### src/rtl/sram_burst_reader.sv
// Burst reader: streams cfg_len consecutive SRAM words (address wraps) into a
// valid/ready output through a 3-entry skid FIFO sized for the 1-cycle read latency.
module sram_burst_reader #(
  parameter int ABITS = 9,
  parameter int DBITS = 32
) (
  input  logic             CLK,
  input  logic             RSTN,
  input  logic             cfg_valid,
  output logic             cfg_ready,
  input  logic [ABITS-1:0] cfg_addr,
  input  logic [ABITS:0]   cfg_len,
  output logic [ABITS-1:0] A,
  output logic             CE,
  output logic             WE,
  output logic [DBITS-1:0] WEM,
  input  logic [DBITS-1:0] Q,
  output logic             out_valid,
  input  logic             out_ready,
  output logic [DBITS-1:0] out_data,
  output logic             out_last,
  output logic             done
);

  typedef enum logic [1:0] {IDLE, READ, DRAIN} state_t;
  typedef struct packed {
    logic             last;
    logic [DBITS-1:0] data;
  } entry_t;

  state_t           state, state_nx;
  logic [ABITS-1:0] addr_q;
  logic [ABITS:0]   rem_q;
  logic             inflight, inflight_last;
  entry_t           fifo [3];
  logic [1:0]       wptr, rptr, occ;
  logic [2:0]       pend;
  logic             accept, ce, push, pop, done_nx;
  entry_t           head;

  assign head      = fifo[rptr];
  assign out_valid = (occ != 2'd0);
  assign out_data  = out_valid ? head.data : '0;
  assign out_last  = out_valid & head.last;
  assign cfg_ready = (state == IDLE);
  assign accept    = cfg_valid & cfg_ready;
  assign push      = inflight;
  assign pop       = out_valid & out_ready;
  // Words already buffered plus the one on its way back from the SRAM.
  assign pend      = {1'b0, occ} + {2'b0, inflight};
  assign A         = addr_q;
  assign CE        = ce;
  assign WE        = 1'b0;
  assign WEM       = '0;

  always_comb begin
    state_nx = state;
    ce       = 1'b0;
    done_nx  = 1'b0;
    case (state)
      IDLE: begin
        if (accept && cfg_len != '0) state_nx = READ;
        if (accept && cfg_len == '0) done_nx  = 1'b1;
      end
      READ: begin
        ce = (pend < 3'd3);
        if (ce && rem_q == (ABITS+1)'(1)) state_nx = DRAIN;
      end
      DRAIN: begin
        if (pop && head.last) begin
          state_nx = IDLE;
          done_nx  = 1'b1;
        end
      end
      default: state_nx = IDLE;
    endcase
  end

  always_ff @(posedge CLK or negedge RSTN) begin
    if (!RSTN) begin
      state         <= IDLE;
      addr_q        <= '0;
      rem_q         <= '0;
      inflight      <= 1'b0;
      inflight_last <= 1'b0;
      done          <= 1'b0;
    end else begin
      state         <= state_nx;
      done          <= done_nx;
      inflight      <= ce;
      inflight_last <= ce && (rem_q == (ABITS+1)'(1));
      if (accept) begin
        addr_q <= cfg_addr;
        rem_q  <= cfg_len;
      end else if (ce) begin
        addr_q <= addr_q + 1'b1;
        rem_q  <= rem_q - 1'b1;
      end
    end
  end

  always_ff @(posedge CLK or negedge RSTN) begin
    if (!RSTN) begin
      for (int i = 0; i < 3; i++) fifo[i] <= '0;
      wptr <= 2'd0;
      rptr <= 2'd0;
      occ  <= 2'd0;
    end else begin
      if (push) begin
        fifo[wptr] <= '{last: inflight_last, data: Q};
        wptr       <= (wptr == 2'd2) ? 2'd0 : wptr + 2'd1;
      end
      if (pop) rptr <= (rptr == 2'd2) ? 2'd0 : rptr + 2'd1;
      occ <= occ + {1'b0, push} - {1'b0, pop};
    end
  end

endmodule

### config.mk
export PLATFORM = sky130hd
export DESIGN_NAME = sram_burst_reader
export DESIGN_NICKNAME = d
export VERILOG_FILES = /design/src/rtl/sram_burst_reader.sv
export SDC_FILE = /design/constraint.sdc
export NUM_CORES = 1
export LEC_CHECK = 0
export BUFFER_PORTS_ARGS = -buffer_cell sky130_fd_sc_hd__buf_4
export CAP_MARGIN = 40
export CORE_MARGIN = 2
export CORE_UTILIZATION = 55
export CTS_CLUSTER_DIAMETER = 30
export DETAILED_ROUTE_END_ITERATION = 10
export PLACE_DENSITY_LB_ADDON = 0.25
export RECOVER_POWER = 50
export SYNTH_ARGS = -nofsm -noshare
export SYNTH_HDL_FRONTEND = slang
export SYNTH_SLANG_ARGS = --single-unit
### constraint.sdc
create_clock -name CLK -period 2.25 [get_ports CLK]
set_input_delay 0 -clock CLK [delete_from_list [all_inputs] [get_ports CLK]]
set_output_delay 0 -clock CLK [all_outputs]
set_load 0.01 [all_outputs]
### Yosys cells after proc, flatten, opt, wreduce, memory -nomap -nowiden

Index checks and enable logic that the tools add are counted.

* register bits after elaboration: 129
* output and inout bits: 79

* add/subtract/negate cells: 7
* magnitude comparators: 4
* equal/unequal tests: 8
* multiplexer cells: 21
* bitwise operators: 5
* reductions and logical operators: 12

Operators by type and width (number)
* 99-bit bitwise mux: 1
* 33-bit two-way mux: 3
* 33-bit binary-select mux with 2-bit select: 1
* 33-bit demux with 2-bit select: 1
* 32-bit two-way mux: 1
* 10-bit two-way mux: 2
* 9-bit two-way mux: 2
* 10-bit by 1-bit == test with 1-bit output (second input constant): 1
* 10-bit zero test: 1
* 2-bit two-way mux: 5
* 10-bit nonzero test: 1
* 10-bit by 1-bit subtractor with 10-bit output (second input constant): 1
* 9-bit by 1-bit adder with 9-bit output (second input constant): 1
* 2-bit == test (second input constant): 3
* 3-bit >= comparator (second input constant): 2
* 1-bit logical AND: 6
* 2-bit NOT with 3-bit output: 2
* 2-bit one-hot mux with 3 select lines: 1
* 2-bit by 1-bit adder with 2-bit output (second input constant): 2
* 2-bit inequality test (second input constant): 2
* 2-bit nonzero test: 2
* 2-bit by 1-bit adder with 3-bit output: 1
* 1-bit bitwise AND: 3
* 3-bit by 1-bit less-than comparator with 1-bit output (second input constant): 1
* other kinds (9): 11

### Longest topological paths before layout

Gate-level depths: netlist of run 1.

* word-level depth: 7
* gate-level depth with buffers: 7
* depth with buffers taken out: 7

### Worst setup path before layout of run 1

OpenSTA, ideal clock, no wires.

* path kind: flip-flop to flip-flop
* from: reg inflight
* to: reg rem_q[0]
* arrival time: 1.879 ns
* data required time: 2.124 ns
* path slack: 0.245 ns
* cell stages (with the launch flop): 8
* cell sequence: dfrtp_1 > ha_1 > ha_1 > a21o_1 > or2_1 > inv_1 > nor2_1 > a221o_1

* word-level cells in the longest chain between the ends: 4

RTL lines
* from (decl): RTL line 34 `logic inflight, inflight_last;`
* from (signal assigned): RTL line 84 `inflight <= 1'b0;`
* from (signal assigned): RTL line 90 `inflight <= ce;`
* 2-bit by 1-bit adder with 3-bit output: RTL line 50 `assign pend = {1'b0, occ} + {2'b0, inflight};`
* 3-bit by 2-bit less-than comparator with 1-bit output: RTL line 66 `ce = (pend < 3'd3);`
* 1-bit two-way mux: RTL line 60 `case (state)`
* via CE: RTL line 14 `output logic CE,`
* 2-bit nonzero test (no source line)
* to (signal assigned): RTL line 94 `rem_q <= cfg_len;`
* to (signal assigned): RTL line 97 `rem_q <= rem_q - 1'b1;`
* to (decl): RTL line 33 `logic [ABITS:0] rem_q;`

The timed path passes the listed nets, and every way through them passes these cells.
A chain may end at the register's enable or synchronous reset.

### Final worst setup path of run 1

* from: reg inflight
* to: reg addr_q[5] (netlist: A[5])

* word-level cells in the longest chain between the ends: 4

RTL lines
* 2-bit by 1-bit adder with 3-bit output: RTL line 50
* 3-bit by 2-bit less-than comparator with 1-bit output: RTL line 66
* 1-bit two-way mux: RTL line 60
* 2-bit nonzero test (no source line)
* to (signal assigned): RTL line 93 `addr_q <= cfg_addr;`
* to (signal assigned): RTL line 96 `addr_q <= addr_q + 1'b1;`
* to (decl): RTL line 32 `logic [ABITS-1:0] addr_q;`

Every way passes these cells.

==> summary.txt, run 1 <==
Status
  – Outcome: complete, no violations

Clock tree
  – Clk slew on worst S/H paths: 0.06 ns
  – CTS tree: yes
  – Clock root cell: clkbuf_16
  – CTS buffer count: 17
  – CTS H-tree depth: 4
  – Clock buffer depth: 2
  – Clock Sink Count: 129
  – Clock Latency Late Sink: 0.42 ns

STA
  – Final Hold Vio Count: 0
  – Max Clock Freq: 0.4658 GHz
  – Skew final: 0.007781 ns
  – RSZ-0062 raised after global routing: false
  – Min cycle time layout: 2.147 ns
  – Setup TNS Final: 0 ns
  – Period utilization: 95.43%
  – Max-slew violation count: 0
  – Worst slew margin: 17.01%
  – Setup-failing EPs final: 0
  – Hold Slack: 0.1077 ns
  – Worst-Margin Slew: 1.245 ns

Placement
  – PortBufs: 100
  – RD Place Congestion: 0.8085
  – Post-DP HPWL: 9.135 mm

Yosys
  – Synth cell types: 47
  – Asr flop ratio synth: 100.0%
  – Post-synthesis cell count: 557
  – Sequential share of the synthesized area: 50.70%
  – Synthesized area per cell: 11.43 µm²
  – Warnings, synthesis: 0
  – Seq cells post-synth: 129
  – Primary FF master, synth: dfrtp_1
  – Post-synth EDFFs: 0
  – Synth Cell Area: 6367 µm²

Critical path
  – CP cell instances: ha_1 -> ha_1 -> a21o_1 -> buf_4 -> buf_4 -> nor4_1 -> xnor2_1 -> o21ai_0
  – Crit path max-delay family: adder cells
  – Critical Path AT: 2.44 ns
  – Max FO, Critical Path: 6
  – Setup slack, reg-to-reg: 0.10 ns
  – Req. time, crit path: 2.55 ns
  – Setup crit end kind: flip-flop
  – WP buf/inv: 2
  – Setup CP Type: flip-flop to flip-flop
  – Crit path launch type: flip-flop
  – Slowest cell on crit path: dfrtp_1
  – CP peak stage delay: 0.41 ns

Global route
  – Pin count of the biggest net entering global routing: 47
  – Overflow after GRT: 0
  – Antenna violations before repair: 0
  – Global-route wire length before repair: 23.49 mm
  – Vias in the first global route: 4846
  – Gr usage total: 23.69%

Die
  – Core area: 11370 µm²
  – Std cell rows: 39
  – Overall die width: 111.6 µm
  – # IOs: 134
  – Die area: 12450 µm²
  – Die height: 111.6 µm
  – Initial Util: 56.00%

Layout
  – Layout cells sized above 1: 34.20%
  – Fill cell count: 796
  – Most frequent cells in the layout: 128 x dfrtp_1, 102 x buf_4, 99 x mux2_2
  – Nets: 778
  – Area delta synth->final: 29.75%
  – # diodes: 0
  – Commonest non-fill, non-tap cell in the layout: dfrtp_1

Route
  – DRT iter0 DRCs: 261
  – Vias: 4692
  – Drt wl/cell: 16.36 µm
  – DR DRC count: 0
  – Final wirelength: 14.25 mm
  – ANT nets after route: 0
  – Routed vias/inst: 5.387
  – DRT Pass-1 Iters: 4

Min path
  – Hold Path Class: input pin to flip-flop

Pwr
  – Pwr/cell area: 903.7 nW/µm²
  – Leakage dissipation: 3.950 nW
  – VDD IR-drop max: 0.7144 mV

Flow run
  – # Max-Cap Violations: 0
[area by class of cell]
class | instances | area (µm²) | area share (%)
Clock buffer | 27 | 533.0 | 6.452
Sequential cell | 129 | 3229 | 39.09
Inverter | 10 | 37.54 | 0.4543
Timing Repair Buffer | 173 | 1381 | 16.72
Clock inverter | 4 | 70.07 | 0.8481
Multi-Input combinational cell | 385 | 2831 | 34.27
Tap cell | 143 | 178.9 | 2.166
[repair_timing]
item                       4_1_cts  5_1_grt
gates cloned                     0        0
hold buffers                    52        0
gates resized for setup          1        5
setup endpoints to repair        1        7
pin swaps                        0        2
hold endpoints to repair       160        0
buffers inserted                 2        0
[where the power goes]
| group | switching (mW) | leakage, nW | internal, mW |
|---|---|---|---|
| combinational | 1.17 | 2.05 | 0.970 |
| clock | 0.949 | 0.299 | 1.83 |
| sequential | 0.130 | 1.60 | 2.42 |
| total | 2.25 | 3.95 | 5.22 |
[path summary, 6_finish.rpt]
| path | start | endpoint | cells after the start |
|---|---|---|---|
| setup / recovery | inflight$_DFF_PN0_ | A[5]$_DFFE_PN0P_ | 8 |
| hold / removal | out_ready | rptr[1]$_DFFE_PN0P_ | 5 |
| setup reg to reg | inflight$_DFF_PN0_ | A[5]$_DFFE_PN0P_ | 8 |
| hold reg to reg | fifo[0]$_DFFE_PN0P_ | fifo[0]$_DFFE_PN0P_ | 1 |
| max in group asynchronous | RSTN | rptr[0]$_DFFE_PN0P_ | 3 |
| min in group asynchronous | RSTN | fifo[5]$_DFFE_PN0P_ | 2 |
[synthesized netlist by cell type, drive strengths merged (5+ instances only)]
master	count	area, µm²
ha	7	87.58
a21o	5	37.54
nand2	13	48.80
a21oi	37	185.2
nor3	9	61.31
inv	10	37.54
buf	55	382.9
nand3	5	25.02
mux2i	33	330.3
clkbuf	10	37.54
xnor2	7	61.31
dfrtp	129	3228
mux2	99	1115
nor4	7	43.79
nor2	82	315.3
a221o	7	71.32
o21ai	14	73.82
[through the flow]
stage / utilization (%) / total power [mW] / worst slack, ns / cells / cell area, µm²
2_1_floorplan: - / 3.759 / 0.2451 / 589 / 6487
3_3_place_gp: 63.22 / 4.594 / 0.1608 / 786 / 7188
3_5_place_dp: 63.22 / 4.636 / 0.07552 / 786 / 7188
4_1_cts: 73.26 / 7.528 / 0.02642 / 871 / 8329
5_1_grt: 72.66 / 7.839 / 0.0005123 / 871 / 8262
6_report: 72.66 / 7.466 / 0.1029 / 871 / 8262
[worst min-delay path, cell delays in order]
cell and delay (ns):
buf_4 0.09, o21ai_0 0.07, clkbuf_1 0.16, nand2_1 0.08
o21ai_0 0.08
[state kept, by name, summed over array words and instances, names as in the netlist]
name,flops
A,9
done,1
fifo,99
inflight,1
inflight_last,1
occ,2
rem_q,10
rptr,2
state,2
wptr,2
[kinds of logic (layout without fill, tap and decap cells)]
| group | after synthesis | after routing | share of synthesized area (%) |
|---|---|---|---|
| compound gates | 75 | 75 | 7.448 |
| other cells | 1 | 33 | 0.05889 |
| simple gates | 131 | 131 | 9.570 |
| buf+inv | 75 | 214 | 7.192 |
| xor+xnor | 7 | 7 | 0.9629 |
| mux | 132 | 132 | 22.70 |
| flops | 129 | 129 | 50.70 |
| fa+ha+maj | 7 | 7 | 1.375 |
[routing by layer]
layer	GRT usage [%]	vias up	routed length (µm)
met5	0	-	0
met4	7.984	0	210
met3	5.825	24	643
met2	39.11	125	7056
met1	30.96	2338	6339
li1	-	2205	-
Power figures use the tool's default switching activity.
==> inputs of run 2 (changes only) <==
- CELL_PAD_IN_SITES_DETAIL_PLACEMENT: unset -> 0
- CELL_PAD_IN_SITES_GLOBAL_PLACEMENT: unset -> 2
- CORE_ASPECT_RATIO: unset -> 1.2
- CORE_UTILIZATION: 55 -> 35
==> run 2 against run 1 <==
Sequential power about the same. Maximum frequency is 0.39% higher. Sequential share of layout area down 0.55 points. Hold slack worse by 0.073 ns. Largest cell class unchanged. Final cell count grew 9.5%.
==> summary.txt, run 2 (synthesized netlist as in run 1, its figures left out) <==
Critical path
  – Max FO, Critical Path: 11
  – Setup slack, reg-to-reg: 0.13 ns
  – Critical Path AT: 2.14 ns
  – Crit path launch type: flip-flop
  – Setup CP Type: flip-flop to primary output
  – Req. time, crit path: 2.25 ns
  – Setup crit end kind: primary output

STA
  – Worst setup margin: 0.1113 ns
  – Worst slew margin: 8.315%
  – Max-slew violation count: 0
  – Period utilization: 95.05%
  – Worst-Margin Slew: 1.375 ns
  – Skew final: 0.006567 ns
  – Max Clock Freq: 0.4676 GHz
  – RSZ-0062 raised after global routing: false
  – Hold Slack: 0.03506 ns
  – Setup TNS Final: 0 ns
  – Min cycle time layout: 2.139 ns
  – Final Hold Vio Count: 0
  – Setup-failing EPs final: 0

Placement
  – PortBufs: 100
  – RD Place Congestion: 0.7695
  – Post-DP HPWL: 10.13 mm
  – Placed inst area: 7347 µm²
  – Placed instance count: 868
  – Post-Place Setup Slack: 0.08499 ns

Clock tree
  – Clock buffer depth: 2
  – Clock Sink Count: 129
  – CTS tree: yes
  – CTS H-tree depth: 4
  – Clock root cell: clkbuf_16
  – CTS buffer count: 17
  – Clk slew on worst S/H paths: 0.06 ns
  – Clock Latency Late Sink: 0.42 ns

Die
  – # IOs: 134
  – Overall die width: 127.1 µm
  – Std cell rows: 54
  – Initial Util: 35.30%
  – Core area: 18040 µm²
  – Die height: 151.8 µm
  – Die area: 19290 µm²

Pwr
  – Leakage dissipation: 3.956 nW
  – Pwr/cell area: 882.7 nW/µm²
  – VDD IR-drop max: 0.5594 mV

Route
  – ANT nets after route: 0
  – Vias: 4609
  – Drt wl/cell: 15.70 µm
  – Routed vias/inst: 4.831
  – Final wirelength: 14.98 mm
  – DR DRC count: 0
  – DRT iter0 DRCs: 206
  – DRT Pass-1 Iters: 4

Global route
  – Global-route wire length before repair: 23.87 mm
  – Pin count of the biggest net entering global routing: 45
  – Antenna violations before repair: 0
  – Overflow after GRT: 0
  – Vias in the first global route: 4720
  – Gr usage total: 16.11%

Min path
  – Hold Path Class: input pin to flip-flop

Status
  – Outcome: complete, no violations

Layout
  – Layout cells sized above 1: 34.25%
  – Commonest non-fill, non-tap cell in the layout: dfrtp_1
  – Area delta synth->final: 31.64%
  – Post-Layout Cell Count: 954
  – # diodes: 0
  – Nets: 780
  – Most frequent cells in the layout: 127 x dfrtp_1, 103 x buf_4, 99 x mux2_2
  – Post-route design area: 8382 µm²
  – Max reg flops: 99
  – Reg with most FFs: fifo

Flow run
  – # Max-Cap Violations: 0
run 2: per-stage QoR:
stage / total power, mW / util, %
3_5_place_dp: 4.737 / 40.73
5_1_grt: 7.811 / 46.46
4_1_cts: 7.499 / 46.80
3_3_place_gp: 4.707 / 40.57
6_report: 7.398 / 46.46
2_1_floorplan: 3.759 / -
run 2: critical path: stages, from the launching register on:
cell	delay [ns]
dfrtp_2	0.40
ha_1	0.20
ha_1	0.31
a21o_1	0.20
or2_4	0.30
inv_1	0.08
buf_4	0.12
buf_4	0.11
run 2: final cells by class:
| class | count | area [µm²] |
|---|---|---|
| Clock buffer | 25 | 485.5 |
| Clock inverter | 6 | 80.08 |
| Fill cell | 1729 | 9658 |
| Inverter | 10 | 37.54 |
| Multi-Input combinational cell | 385 | 2835 |
| Sequential cell | 129 | 3231 |
| Tap cell | 224 | 280.3 |
| Timing Repair Buffer | 175 | 1433 |
run 2: final timing paths:
kind | to | startpoint | cells past startpoint
max | CE | inflight$_DFF_PN0_ | 7
min | rptr[1]$_DFFE_PN0P_ | out_ready | 5
max reg2reg | rem_q[8]$_DFFE_PN0P_ | inflight$_DFF_PN0_ | 6
min reg2reg | fifo[92]$_DFFE_PN0P_ | fifo[92]$_DFFE_PN0P_ | 1
max in group asynchronous | fifo[22]$_DFFE_PN0P_ | RSTN | 3
min in group asynchronous | fifo[7]$_DFFE_PN0P_ | RSTN | 2
run 2: timing repair:
item                       4_1_cts  5_1_grt
setup buffers                    1        2
pin swaps                        1        0
hold endpoints to repair       228        0
hold buffers                    52        0
setup endpoints to repair        1        6
gates resized for setup          1        3
run 2: power breakdown:
group,switching [mW],internal [mW]
combinational,1.21,1.02
sequential,0.102,2.42
clock,0.944,1.70
total,2.26,5.14
run 2: routing by layer:
| layer | wire length (µm) | track usage, % |
|---|---|---|
| met1 | 6634 | 19.12 |
| met2 | 7513 | 28.58 |
| met3 | 594 | 3.827 |
| met4 | 235 | 5.824 |
| met5 | 0 | 0 |
==> inputs of run 3 (changes only) <==
- CORE_UTILIZATION: 35 -> 30
==> run 3 against run 2 <==
Combinational power fell by 3%. Routed wire length is 5.4% higher. Register-to-register slack improved by 0.03 ns. Maximum frequency is 1.6% higher. Highest routed layer unchanged.
==> summary.txt, run 3 (synthesized netlist as in run 1, its figures left out) <==
Critical path
  – Crit path launch type: flip-flop
  – Critical Path AT: 2.10 ns
  – CP endpoint: CE
  – R2R depth: 6
  – R2R Path End: rem_q[8]$_DFFE_PN0P_
  – Setup crit end kind: primary output
  – Max FO, Critical Path: 4
  – Setup slack, reg-to-reg: 0.16 ns
  – Critical path origin: inflight$_DFF_PN0_
  – Setup CP Type: flip-flop to primary output
  – Req. time, crit path: 2.25 ns
  – Critical R2R Launch: inflight$_DFF_PN0_

Flow run
  – # Max-Cap Violations: 0

Layout
  – Nets: 776
  – Reg with most FFs: fifo
  – Area delta synth->final: 32.46%
  – Max reg flops: 99
  – Commonest non-fill, non-tap cell in the layout: dfrtp_1
  – Layout cells sized above 1: 34.53%
  – Most frequent cells in the layout: 127 x dfrtp_1, 100 x buf_4, 99 x mux2_2
  – # diodes: 0

Clock tree
  – Clk slew on worst S/H paths: 0.05 ns
  – Clock Latency Late Sink: 0.42 ns
  – CTS buffer count: 17
  – CTS tree: yes
  – Clock buffer depth: 2
  – Clock Sink Count: 129
  – Clock root cell: clkbuf_16
  – CTS H-tree depth: 4

STA
  – Final Hold Vio Count: 0
  – Max-slew violation count: 0
  – Period utilization: 93.55%
  – Max Clock Freq: 0.4751 GHz
  – Hold Slack: 0.03217 ns
  – Min cycle time layout: 2.105 ns
  – Worst slew margin: 24.95%
  – Worst-Margin Slew: 1.126 ns
  – RSZ-0062 raised after global routing: false
  – Skew final: 0.009304 ns
  – Setup TNS Final: 0 ns
  – Setup-failing EPs final: 0

Global route
  – Overflow after GRT: 0
  – Vias in the first global route: 4849
  – Pin count of the biggest net entering global routing: 81
  – Antenna violations before repair: 0
  – Global-route wire length before repair: 25.26 mm
  – Gr usage total: 14.77%

Pwr
  – VDD IR-drop max: 0.5975 mV
  – Leakage dissipation: 3.934 nW
  – Psw: 2.350 mW
  – Register share of total power: 33.3%
  – Combinational group share of total power: 28.3%
  – Int Power: 5.297 mW
  – Power share of the clock group: 38.4%
  – Sw Share: 30.73%
  – Pwr/cell area: 906.7 nW/µm²

Route
  – DRT iter0 DRCs: 141
  – Final wirelength: 15.79 mm
  – DRT Pass-1 Iters: 4
  – DR DRC count: 0
  – ANT nets after route: 0
  – Routed vias/inst: 4.688
  – Vias: 4674
  – Drt wl/cell: 15.83 µm

Die
  – Die area: 22410 µm²
  – Overall die width: 137.0 µm
  – Die height: 163.6 µm
  – Std cell rows: 58
  – Core area: 20900 µm²
  – Initial Util: 30.47%
  – # IOs: 134

Placement
  – RD Place Congestion: 0.7727
  – Post-DP HPWL: 10.21 mm
  – PortBufs: 100

Status
  – Outcome: complete, no violations

Min path
  – Hold Startpoint: out_ready
  – Hold Path Class: input pin to flip-flop
==> run 3: cell count changes in the layout (fill, tap and decap cells not counted), moves of 2 or more <==
cell        previous run  this run
bufinv_16              2         4
buf_4                103       100
clkbuf_1              18        14
buf_12                 2         0
clkinvlp_4             0         3
clkinv_4               0         2
==> run 3: power by group through the flow <==
stage | Clock (mW) | Combinational, mW | Sequential (mW)
after floorplan | 0 | 1.26 | 2.50
final | 2.94 | 2.16 | 2.54
after global routing | 3.13 | 2.40 | 2.56
after CTS | 3.03 | 2.23 | 2.55
after detailed placement | 0 | 2.12 | 2.60
after global placement | 0 | 2.11 | 2.59
==> run 3: worst min-delay path by stage <==
stage	end	slack, ns	depth (start not counted)
after floorplan	A[0]$_DFFE_PN0P_	-0.30	0
after CTS	rptr[1]$_DFFE_PN0P_	0.03	5
after global placement	fifo[8]$_DFFE_PN0P_	0.09	1
after global routing	rptr[1]$_DFFE_PN0P_	0.11	5
final	rptr[1]$_DFFE_PN0P_	0.03	5
after detailed placement	fifo[8]$_DFFE_PN0P_	0.11	1
==> run 3: layout make-up <==
class / instances / area, µm²
repair buffers: 171 / 1358
flip-flops and latches: 129 / 3231
inverters: 10 / 37.54
multi-input cells: 385 / 2834
clock buffers: 19 / 452.9
clock inverters: 13 / 183.9
fillers: 2082 / 12470
well taps: 270 / 337.8
==> run 3: critical path, cell delays in order, from the launching register on <==
cell and delay, ns:
dfrtp_1 0.38, ha_1 0.20, ha_1 0.31, a21o_4 0.24, or2_4 0.25, inv_1 0.08, buf_4 0.13, buf_4 0.12
==> run 3: what timing repair did <==
item | in CTS | in global routing
hold buffers | 52 | 0
pin swaps | 0 | 1
resized for setup | 2 | 1
setup buffers | 1 | 2
gates cloned | 0 | 0
endpoints found under the setup margin | 1 | 2
hold endpoints to repair | 193 | 0
==> run 3: metrics by stage <==
| step | setup slack, ns | instance area, µm² | utilization, % | std cells | power, mW |
|---|---|---|---|---|---|
| 3_5_place_dp | 0.1009 | 7347 | 35.15 | 910 | 4.717 |
| 2_1_floorplan | 0.2451 | 6487 | - | 589 | 3.759 |
| 6_report | 0.1452 | 8434 | 40.36 | 997 | 7.647 |
| 5_1_grt | 0.03701 | 8434 | 40.36 | 997 | 8.091 |
| 3_3_place_gp | 0.1292 | 7347 | 35.15 | 910 | 4.703 |
| 4_1_cts | 0.05312 | 8522 | 40.77 | 995 | 7.810 |
==> run 3: metal layers <==
metal	routed length [µm]	vias up	share of wire [%]	global-route usage [%]
met5	0	-	0	0
met4	253	0	1.6	5.295
met3	575	18	3.6	3.228
met2	8031	92	51	25.28
met1	6925	2356	44	18.17
li1	-	2208	-	-
